===== src/rtl/clock_div_five.sv =====
// Divide clk_in by DIV: bit 0 retimed on rising edges, bit 1 the same waveform on falling edges.
// Optional CLKDIV5_FIFTY_EN adds clk_div_50 = bit0 | bit1 (a 50% duty clock when DIV=5, HIGH_CYCLES=2).
module clock_div_five #(
    parameter int DIV         = 5,
    parameter int HIGH_CYCLES = 2
) (
    input  logic       clk_in,
    input  logic       rst,
`ifdef CLKDIV5_FIFTY_EN
    output logic       clk_div_50,
`endif
    output logic [1:0] clk_div_5
);

    localparam int             CW       = $clog2(DIV);
    localparam logic [CW-1:0] LAST     = CW'(DIV - 1);
    localparam logic [CW-1:0] HIGH_CMP = CW'(HIGH_CYCLES);

    logic [CW-1:0] cnt_q, cnt_d;
    logic          rise_q, rise_d;
    logic          fall_q;

    always_comb begin
        cnt_d  = '0;
        rise_d = 1'b0;
        if (!rst) begin
            cnt_d  = (cnt_q == LAST) ? '0 : cnt_q + 1'b1;
            // Output decodes the next count so the wrap edge is also the rising edge of bit 0.
            rise_d = (cnt_d < HIGH_CMP);
        end
    end

    always_ff @(posedge clk_in) begin
        cnt_q  <= cnt_d;
        rise_q <= rise_d;
    end

    always_ff @(negedge clk_in) begin
        if (rst) fall_q <= 1'b0;
        else     fall_q <= rise_q;
    end

    assign clk_div_5 = {fall_q, rise_q};

`ifdef CLKDIV5_FIFTY_EN
    // The reset term masks a falling-edge copy that has not yet been cleared.
    assign clk_div_50 = (rise_q | fall_q) & ~rst;
`endif

endmodule


===== config.mk =====
export PLATFORM = sky130hd
export DESIGN_NAME = clock_div_five
export DESIGN_NICKNAME = d
export VERILOG_FILES = /design/src/rtl/clock_div_five.sv
export SDC_FILE = /design/constraint.sdc
export NUM_CORES = 1
export LEC_CHECK = 0
export BUFFER_PORTS_ARGS = -buffer_cell sky130_fd_sc_hd__buf_2
export CELL_PAD_IN_SITES_DETAIL_PLACEMENT = 1
export CELL_PAD_IN_SITES_GLOBAL_PLACEMENT = 1
export CORE_AREA = 2 2 39 41
export DETAILED_ROUTE_END_ITERATION = 6
export DIE_AREA = 0 0 41 43
export PLACE_DENSITY_LB_ADDON = 0.1
export SYNTH_ARGS = -nofsm -noshare
export SYNTH_HDL_FRONTEND = slang
export SYNTH_SLANG_ARGS = --single-unit

===== constraint.sdc =====
create_clock -name clk_in -period 2.6 [get_ports clk_in]
set_input_delay 0.26 -clock clk_in [delete_from_list [all_inputs] [get_ports clk_in]]
set_output_delay 0.26 -clock clk_in [all_outputs]
set_load 0.01 [all_outputs]

* Word-level counts from Yosys, hierarchy flattened
Index checks and enable logic that the tools add are counted.
** Storage, ports and cells
- Flip-flop bits (word level) :: 5
- Bits of input ports :: 2
- Logic and storage cells :: 7
- Output and inout port bits :: 2
** Cells by class
- Equality and inequality tests :: 1
- Muxes and demuxes :: 1
- $lt $le $gt $ge :: 1
- Add/subtract/negate cells :: 1
** Operators by type and width (count)
- 3-bit by 1-bit adder with 3-bit output (second input constant) :: 1
- 3-bit equality test (second input constant) :: 1
- 3-bit by 2-bit less-than comparator with 1-bit output (second input constant) :: 1
- 3-bit 2-to-1 mux :: 1

* Depth between registers and ports, before layout
Gate-level depths: netlist of run 1.
- Depth after elaboration :: 3
- Mapped depth :: 4
- Depth with buffers taken out :: 4

==> summary.md, run 1 <==
| Metric | Value |
|---|---|
| Status | `finished, final reports clean` |
| CP cell instances | `buf_2` |
| RR Startpoint | `rise_q` |
| CTS tree | `built` |
| Cts repair resizes | `0` |
| Clock root buffer | `clkbuf_4` |
| Int Pwr | `0.152 mW` |
| Layout cells sized above 1 | `0.240` |
| Mapped Avg Cell Area | `10.1 um2` |
| Port buffer count | `3` |
| Pwr Density | `832 nW/um2` |
| Placed Instances | `37` |
| Maximum clock path buffer count | `2` |
| Final net count | `30` |
| Reg power frac | `0.429` |
| CTS hold repair buffers | `0` |
| CP Depth | `1` |
| R2r worst-path depth | `1` |
| Drt total wl | `352 um` |
| Crit path from | `fall_q` |
| CP Class | `reg -> out` |
| Placer Congestion | `0.673` |
| Synth warn | `0` |
| Diode count | `0` |
| Post-route ant nets | `0` |
| Total of max-cap violations | `0` |
| Fillers | `168` |
| Hold wc startpoint | `rst` |
| Switching share of power | `0.260` |
| Die height | `43 um` |
| Maximum fanout along the worst path | `1` |
| Hpwl dp | `236 um` |
| Measured slew at the worst slew-check pin | `0.180 ns` |
| Largest net degree at the start of global routing | `6` |
| Vias | `141` |
| Crit start category | `flip-flop` |
| Top delay family on crit path | `flip-flops` |
| Clk network pwr share | `0.465` |
| LEAKAGE | `0.118 nW` |
| Core area | `1380 um2` |
| Later-pin clock latency in the skew report | `0.30 ns` |
| DRC | `0` |
| # setup viols final | `0` |
| Critical path arrival | `2.01 ns` |
| DR iter-0 viols | `2` |
| CP Capture Type | `output port` |
| Post-route insts no fill | `41` |
| Number of global-route vias before repair | `143` |
| Top cells by area, synth | `dfxtp_1 (50%), ha_1 (12%), buf_4 (7.5%), nor2b_1 (6.2%), inv_1 (5.6%)` |
| Final Max Tran Viols | `0` |
| Total CTS buffers | `3` |
| Final hold violation count | `0` |
| Routed length per instance | `8.59 um` |
| Part of the power in combinational logic | `0.106` |
| Hold path cells | `2` |
| Gr usage total | `0.0672` |
| Post-synth top cells | `dfxtp_1 (5), inv_1 (3), buf_4 (2), ha_1 (2), nor2b_1 (2)` |
| CP max stage delay | `0.28 ns` |
| Switching power | `0.0536 mW` |
| Share of the synthesized area in the top cell type | `0.497` |
| Placed cell areas | `221 um2` |
| Number of buffers and inverters on the critical path | `1` |
| H-tree Lvls | `1` |
| RSZ-0062 raised after global routing | `no` |
| Setup Skew | `0.0540 ns` |
| Netlist cell types | `11` |
| Num rows | `14` |
| Ports | `4` |
| Initial antenna violation count | `0` |
| Yosys reg bits | `5` |
| Grt ovf | `0` |
| Post-synthesis net count | `24` |
| First-pass GRT wire length | `607 um` |
| Fin Setup TNS | `0 ns` |
| Post-Syn Area | `201 um2` |
| CP required | `2.34 ns` |
| Sequential fraction of the synthesis area | `0.497` |
| Die Footprint | `1760 um2` |
| Worst path slowest cell | `dfxtp_1` |
| Via-per-instance ratio | `3.44` |
| Post-synth top flop | `dfxtp_1` |
| Most common cell in the netlist | `dfxtp_1` |
| Design Area, Final | `248 um2` |
| Asr flop ratio synth | `0` |
| Initial Util | `0.146` |
| Syn-to-layout area delta | `23.0%` |
| Worst-path clk slew | `0.05 ns` |
| Postcts setup bufs | `0` |
| Drt pass-1 iters | `2` |
| Slew margin rel. | `0.879` |
| Leading area contributor after synthesis | `dfxtp_1` |
| Post-synth EDFFs | `0` |
| Horiz. Die Dim | `41 um` |
| Synth Instances | `20` |
| Clock net sink count | `5` |
| Peak supply drop | `203 uV` |
| Hold Crit Class | `in -> reg` |
==> logic make-up after synthesis <==
| group | after synthesis | share of synthesized area |
|---|---|---|
| simple gates | 6 | 0.186 |
| buf+inv | 5 | 0.130 |
| flops | 5 | 0.497 |
| compound gates | 2 | 0.0621 |
| fa+ha+maj | 2 | 0.124 |
==> metal layers <==
layer  vias to the layer above  GRT usage  wire, um
met4                         0     0.0800        17
met1                        62     0.0513       138
met2                         7     0.0625       136
li1                         70          -         -
met5                         -          0         0
met3                         2     0.0995        60
==> placed cells by master, fill, tap and decap left out <==
cell,synthesis,layout
inv_1,3,4
nor2_1,1,1
clkbuf_4,0,3
or3b_1,1,1
and3_1,1,1
a21oi_1,1,1
ha_1,2,2
buf_2,0,3
a211oi_1,1,1
nand2b_1,1,1
dfxtp_1,5,5
nor2b_1,2,2
==> sequential cells by signal (all words and copies together) (netlist names) <==
name / flops
rise_q: 1
cnt_q: 3
fall_q: 1
==> power groups by stage <==
stage                     Clock, mW  Sequential, mW  Combinational [mW]
final                        0.0958          0.0884              0.0218
after floorplan             0.00481          0.0891              0.0192
after detailed placement    0.00481          0.0899              0.0221
after CTS                     0.102          0.0885              0.0223
after global routing          0.113          0.0894              0.0247
after global placement      0.00481          0.0899              0.0227
==> path summary, 6_finish.rpt <==
path	endpoint	slack, ns
setup / recovery	clk_div_5[1]	0.33
hold / removal	cnt_q[2]	0.24
setup reg to reg	fall_q	0.83
hold reg to reg	cnt_q[0]	0.46
==> metrics by stage <==
stage	power, mW	setup WS, ns	hold WS, ns	util
2_1_floorplan	0.113	0.639	0.329	-
3_3_place_gp	0.117	0.642	0.457	0.160
3_5_place_dp	0.117	0.643	0.451	0.160
4_1_cts	0.213	0.314	0.236	0.179
5_1_grt	0.227	0.278	0.242	0.179
6_report	0.206	0.329	0.239	0.179
==> cell type report <==
type / instances / area [um2] / area share
sequential: 5 / 100 / 0.404
clock buffer: 3 / 22.5 / 0.0909
clock inverter: 2 / 7.51 / 0.0303
tap: 16 / 20.0 / 0.0808
inverter: 2 / 7.51 / 0.0303
timing repair buffer: 3 / 15.0 / 0.0606
multi-input combinational: 10 / 75.1 / 0.303
No activity file was read; power rests on OpenSTA's default activity.
==> inputs of run 2 (changes only) <==
CORE_AREA = 5 5 42 44   (was 2 2 39 41)
DIE_AREA = 0 0 47 49   (was 0 0 41 43)
==> summary.md, run 2 (synthesis gave the netlist of run 1 again) <==
| Metric | Value |
|---|---|
| Pwr Density | `834 nW/um2 (+0.32%)` |
| GR Util met3 | `0.0443 (-0.0552)` |
| CP Capture Type | `output port` |
| R2r worst-path depth | `1 (unchanged)` |
| CP cell instances | `buf_2` |
| Max FFs per register | `3 (unchanged)` |
| Number of buffers and inverters on the critical path | `1 (unchanged)` |
| Worst-path clk slew | `0.05 ns (about the same)` |
| RR Endpoint | `fall_q` |
| Hold wc startpoint | `rst` |
| Clock net sink count | `5 (unchanged)` |
| LEAKAGE | `0.118 nW (unchanged)` |
| RR Startpoint | `rise_q` |
| CP max stage delay | `0.28 ns (about the same)` |
| Top delay family on crit path | `flip-flops` |
| Worst path slowest cell | `dfxtp_1` |
| Setup WS pre-CTS | `0.642 ns (-0.00102 ns)` |
| Fin Setup TNS | `0 ns (unchanged)` |
| Peak supply drop | `186 uV (-8.1%)` |
| Critical path arrival | `2.01 ns (about the same)` |
| Commonest cells after routing, fill and taps aside | `dfxtp_1 (5), inv_1 (4), clkbuf_4 (3), buf_2 (3)` |
| Total CTS buffers | `3 (unchanged)` |
| Top Registers | `cnt_q: 3 flops, fall_q: 1 flops, rise_q: 1 flops` |
| Later-pin clock latency in the skew report | `0.30 ns (about the same)` |
| Final Max Tran Viols | `0 (unchanged)` |
| Total of max-cap violations | `0 (unchanged)` |
| Crit start category | `flip-flop` |
| Slew margin rel. | `0.890 (+0.0109)` |
| Largest net degree at the start of global routing | `6 (unchanged)` |
| Met1 GRT Util | `0.0465 (-0.00482)` |
| Drt total wl | `381 um (+8.2%)` |
| DR iter-0 viols | `0 (-2)` |
| Initial Util | `0.144 (-0.00182)` |
| Worst setup margin | `0.334 ns (+0.00476 ns)` |
| Initial antenna violation count | `0 (unchanged)` |
| Vias | `147 (+4.3%)` |
| FF-to-FF setup slack | `0.83 ns (about the same)` |
| Status | `finished, final reports clean` |
| Hold Crit Class | `in -> reg` |
| Routed length per instance | `9.29 um (+8.2%)` |
| CP Class | `reg -> out` |
| Final net count | `30 (unchanged)` |
| Diode count | `0 (unchanged)` |
| Die height | `49 um (+14%)` |
| Placer Congestion | `0.616 (-8.5%)` |
| Setup Skew | `0.0543 ns (+0.000235 ns)` |
| Hold path cells | `2 (unchanged)` |
| Postcts setup bufs | `0 (unchanged)` |
| Reg with most FFs | `cnt_q` |
| Core area | `1400 um2 (+1.3%)` |
| Via-per-instance ratio | `3.59 (+4.3%)` |
| Horiz. Die Dim | `47 um (+15%)` |
| Finished Core Util | `0.177 (-0.00224)` |
| H-tree Lvls | `1 (unchanged)` |
| Gr usage total | `0.0487 (-0.0185)` |
| Number of global-route vias before repair | `156 (+9.1%)` |
| Clock root buffer | `clkbuf_4` |
| Measured slew at the worst slew-check pin | `0.164 ns (-0.0162 ns)` |
| Global route hottest layer | `met4` |
| DRC | `0 (unchanged)` |
| WHS Endpoint | `cnt_q[2]` |
| Maximum fanout along the worst path | `1 (unchanged)` |
| CP required | `2.34 ns (about the same)` |
| RSZ-0062 raised after global routing | `no` |
| Die Footprint | `2300 um2 (+31%)` |
| Most common cell after layout, fill and taps aside | `dfxtp_1` |
| Cts repair resizes | `0 (unchanged)` |
| Syn-to-layout area delta | `23.0% (unchanged)` |
| CTS hold repair buffers | `0 (unchanged)` |
| Post-route ant nets | `0 (unchanged)` |
| # setup viols final | `0 (unchanged)` |
| Hpwl dp | `290 um (+23%)` |
| Ports | `4 (unchanged)` |
| Fillers | `176 (+4.8%)` |
| Port buffer count | `3 (unchanged)` |
| Grt ovf | `0 (unchanged)` |
| First-pass GRT wire length | `648 um (+6.8%)` |
| M2 GR Usage | `0.0475 (-0.0150)` |
| Pwr Total | `0.207 mW (+0.32%)` |
| Maximum clock path buffer count | `2 (unchanged)` |
| Num rows | `14 (unchanged)` |
| CTS tree | `built` |
| Layout cells sized above 1 | `0.240 (unchanged)` |
| Drt pass-1 iters | `1 (-1)` |
| Final hold violation count | `0 (unchanged)` |
[run 2: final cells by class]
type / instances / area (um2) / area share
Clock buffer: 3 / 22.5 / 0.0909
Tap cell: 16 / 20.0 / 0.0808
Multi-Input combinational cell: 10 / 75.1 / 0.303
Inverter: 2 / 7.51 / 0.0303
Clock inverter: 2 / 7.51 / 0.0303
Sequential cell: 5 / 100 / 0.404
Timing Repair Buffer: 3 / 15.0 / 0.0606
[run 2: per-stage QoR]
| step | instances | cell area, um2 | hold WS [ns] |
|---|---|---|---|
| floorplan | 20 | 201 | 0.329 |
| global placement | 37 | 221 | 0.455 |
| detailed placement | 37 | 221 | 0.456 |
| CTS | 41 | 248 | 0.237 |
| global route | 41 | 248 | 0.256 |
| finish | 41 | 248 | 0.242 |
[run 2: worst max-delay path by stage]
stage,start,endpoint,slack (ns),cells past startpoint
3_3_place_gp,fall_q,clk_div_5[1],0.64,1
2_1_floorplan,fall_q,clk_div_5[1],0.64,1
4_1_cts,fall_q,clk_div_5[1],0.32,1
5_1_grt,fall_q,clk_div_5[1],0.31,1
6_report,fall_q,clk_div_5[1],0.33,1
3_5_place_dp,fall_q,clk_div_5[1],0.64,1
[run 2: power breakdown]
part	switching, mW	internal, mW
clock network	0.0393	0.0564
registers	0.00361	0.0849
logic	0.0112	0.0112
[run 2: metal layers]
layer | vias to the layer above | share of wire
met5 | - | 0
met2 | 6 | 0.40
met3 | 2 | 0.11
met1 | 68 | 0.43
li1 | 71 | -
met4 | 0 | 0.050
==> inputs of run 3 (changes only) <==
CORE_AREA = 2 2 39 41   (was 5 5 42 44)
CTS_BUF_LIST = sky130_fd_sc_hd__clkbuf_8 sky130_fd_sc_hd__clkbuf_16   (was unset)
DIE_AREA = 0 0 41 43   (was 0 0 47 49)
PLACE_DENSITY = 0.4   (was unset)
PLACE_DENSITY_LB_ADDON = unset   (was 0.1)
==> summary.md, run 3 (synthesis gave the netlist of run 1 again) <==
| Metric | Value |
|---|---|
| Cts repair resizes | `0 (unchanged)` |
| LEAKAGE | `0.126 nW (+6.6%)` |
| Worst-path clk slew | `0.03 ns (-0.02 ns)` |
| Worst path slowest cell | `dfxtp_1` |
| Hold path cells | `2 (unchanged)` |
| Core area | `1380 um2 (-1.2%)` |
| Commonest cells after routing, fill and taps aside | `dfxtp_1 (5), inv_1 (4), clkbuf_8 (3), buf_2 (3)` |
| Most common cell after layout, fill and taps aside | `dfxtp_1` |
| Measured slew at the worst slew-check pin | `0.169 ns (+0.00477 ns)` |
| CTS tree | `built` |
| Vias | `143 (-2.7%)` |
| DRC | `0 (unchanged)` |
| Pwr Total | `0.256 mW (+24%)` |
| Post-route ant nets | `0 (unchanged)` |
| Placer Congestion | `0.595 (-3.3%)` |
| Drt pass-1 iters | `1 (unchanged)` |
| Layout cells sized above 1 | `0.240 (unchanged)` |
| CP Depth | `1 (unchanged)` |
| Number of global-route vias before repair | `165 (+5.8%)` |
| Routed length per instance | `7.68 um (-17%)` |
| CP Class | `reg -> out` |
| CTS hold repair buffers | `0 (unchanged)` |
| Peak supply drop | `353 uV (+89%)` |
| Ports | `4 (unchanged)` |
| Total of max-cap violations | `0 (unchanged)` |
| Via-per-instance ratio | `3.49 (-2.7%)` |
| Setup Skew | `0.0639 ns (+0.00964 ns)` |
| Largest net degree at the start of global routing | `6 (unchanged)` |
| Gr usage total | `0.0643 (+0.0156)` |
| Drt total wl | `315 um (-17%)` |
| DR iter-0 viols | `0 (unchanged)` |
| Fin Setup TNS | `0 ns (unchanged)` |
| CP cell instances | `buf_2` |
| Clock net sink count | `5 (unchanged)` |
| Hold WS | `0.261 ns (+0.0193 ns)` |
| First-pass GRT wire length | `621 um (-4.2%)` |
| Reg with most FFs | `cnt_q` |
| Slew margin rel. | `0.887 (-0.00320)` |
| Initial Util | `0.146 (+0.00182)` |
| Number of buffers and inverters on the critical path | `1 (unchanged)` |
| Final hold violation count | `0 (unchanged)` |
| Final net count | `30 (unchanged)` |
| Status | `finished, final reports clean` |
| Pwr Density | `960 nW/um2 (+15%)` |
| CP Capture Type | `output port` |
| Horiz. Die Dim | `41 um (-13%)` |
| Die height | `43 um (-12%)` |
| Maximum fanout along the worst path | `1 (unchanged)` |
| Clock root buffer | `clkbuf_8` |
| Diode count | `0 (unchanged)` |
| Top Registers | `cnt_q: 3 flops, fall_q: 1 flops, rise_q: 1 flops` |
| Critical path arrival | `1.99 ns (-0.02 ns)` |
| Later-pin clock latency in the skew report | `0.28 ns (-0.02 ns)` |
| Crit start category | `flip-flop` |
| Port buffer count | `3 (unchanged)` |
| Top delay family on crit path | `flip-flops` |
| CP required | `2.34 ns (about the same)` |
| Num rows | `14 (unchanged)` |
| H-tree Lvls | `1 (unchanged)` |
| Initial antenna violation count | `0 (unchanged)` |
| Syn-to-layout area delta | `32.3%` |
| Die Footprint | `1760 um2 (-23%)` |
| Fillers | `159 (-9.7%)` |
| R2r worst-path depth | `1 (unchanged)` |
| Maximum clock path buffer count | `2 (unchanged)` |
| Postcts setup bufs | `0 (unchanged)` |
| CP max stage delay | `0.28 ns (about the same)` |
| RSZ-0062 raised after global routing | `no` |
| # setup viols final | `0 (unchanged)` |
| Max FFs per register | `3 (unchanged)` |
| Total CTS buffers | `3 (unchanged)` |
| Hpwl dp | `225 um (-22%)` |
| Hold Crit Class | `in -> reg` |
| Grt ovf | `0 (unchanged)` |
| Final Max Tran Viols | `0 (unchanged)` |
[run 3: path summary, 6_finish.rpt]
path | from | endpoint | slack [ns]
max reg2reg | rise_q | fall_q | 0.84
min | rst | cnt_q[1] | 0.26
max | fall_q | clk_div_5[1] | 0.35
min reg2reg | cnt_q[2] | cnt_q[0] | 0.45
[run 3: per-layer routing]
layer | GRT usage | wire (um) | up-vias
met4 | 0.0800 | 10 | 0
li1 | - | - | 71
met3 | 0.0628 | 38 | 2
met5 | 0 | 0 | -
met1 | 0.0548 | 131 | 65
met2 | 0.0719 | 136 | 5
[run 3: layout make-up]
type / instances / area (um2) / share of cell area
Timing Repair Buffer: 3 / 15.0 / 0.0563
Sequential cell: 5 / 100 / 0.376
Clock inverter: 2 / 7.51 / 0.0282
Tap cell: 16 / 20.0 / 0.0751
Clock buffer: 3 / 41.3 / 0.155
Inverter: 2 / 7.51 / 0.0282
Multi-Input combinational cell: 10 / 75.1 / 0.282
[run 3: metrics by stage]
step / utilization / instances / setup slack [ns] / area (um2)
final: 0.193 / 41 / 0.345 / 267
after global routing: 0.193 / 41 / 0.279 / 267
after CTS: 0.193 / 41 / 0.334 / 267
after detailed placement: 0.160 / 37 / 0.636 / 221
after global placement: 0.160 / 37 / 0.642 / 221
after floorplan: - / 20 / 0.639 / 201
[run 3: report_power, final]
group	leakage (nW)	switching [mW]	internal (mW)
Combinational	0.0520	0.0102	0.0109
Sequential	0.0414	0.00373	0.0852
Clock	0.0322	0.0422	0.103
Total	0.126	0.0562	0.200
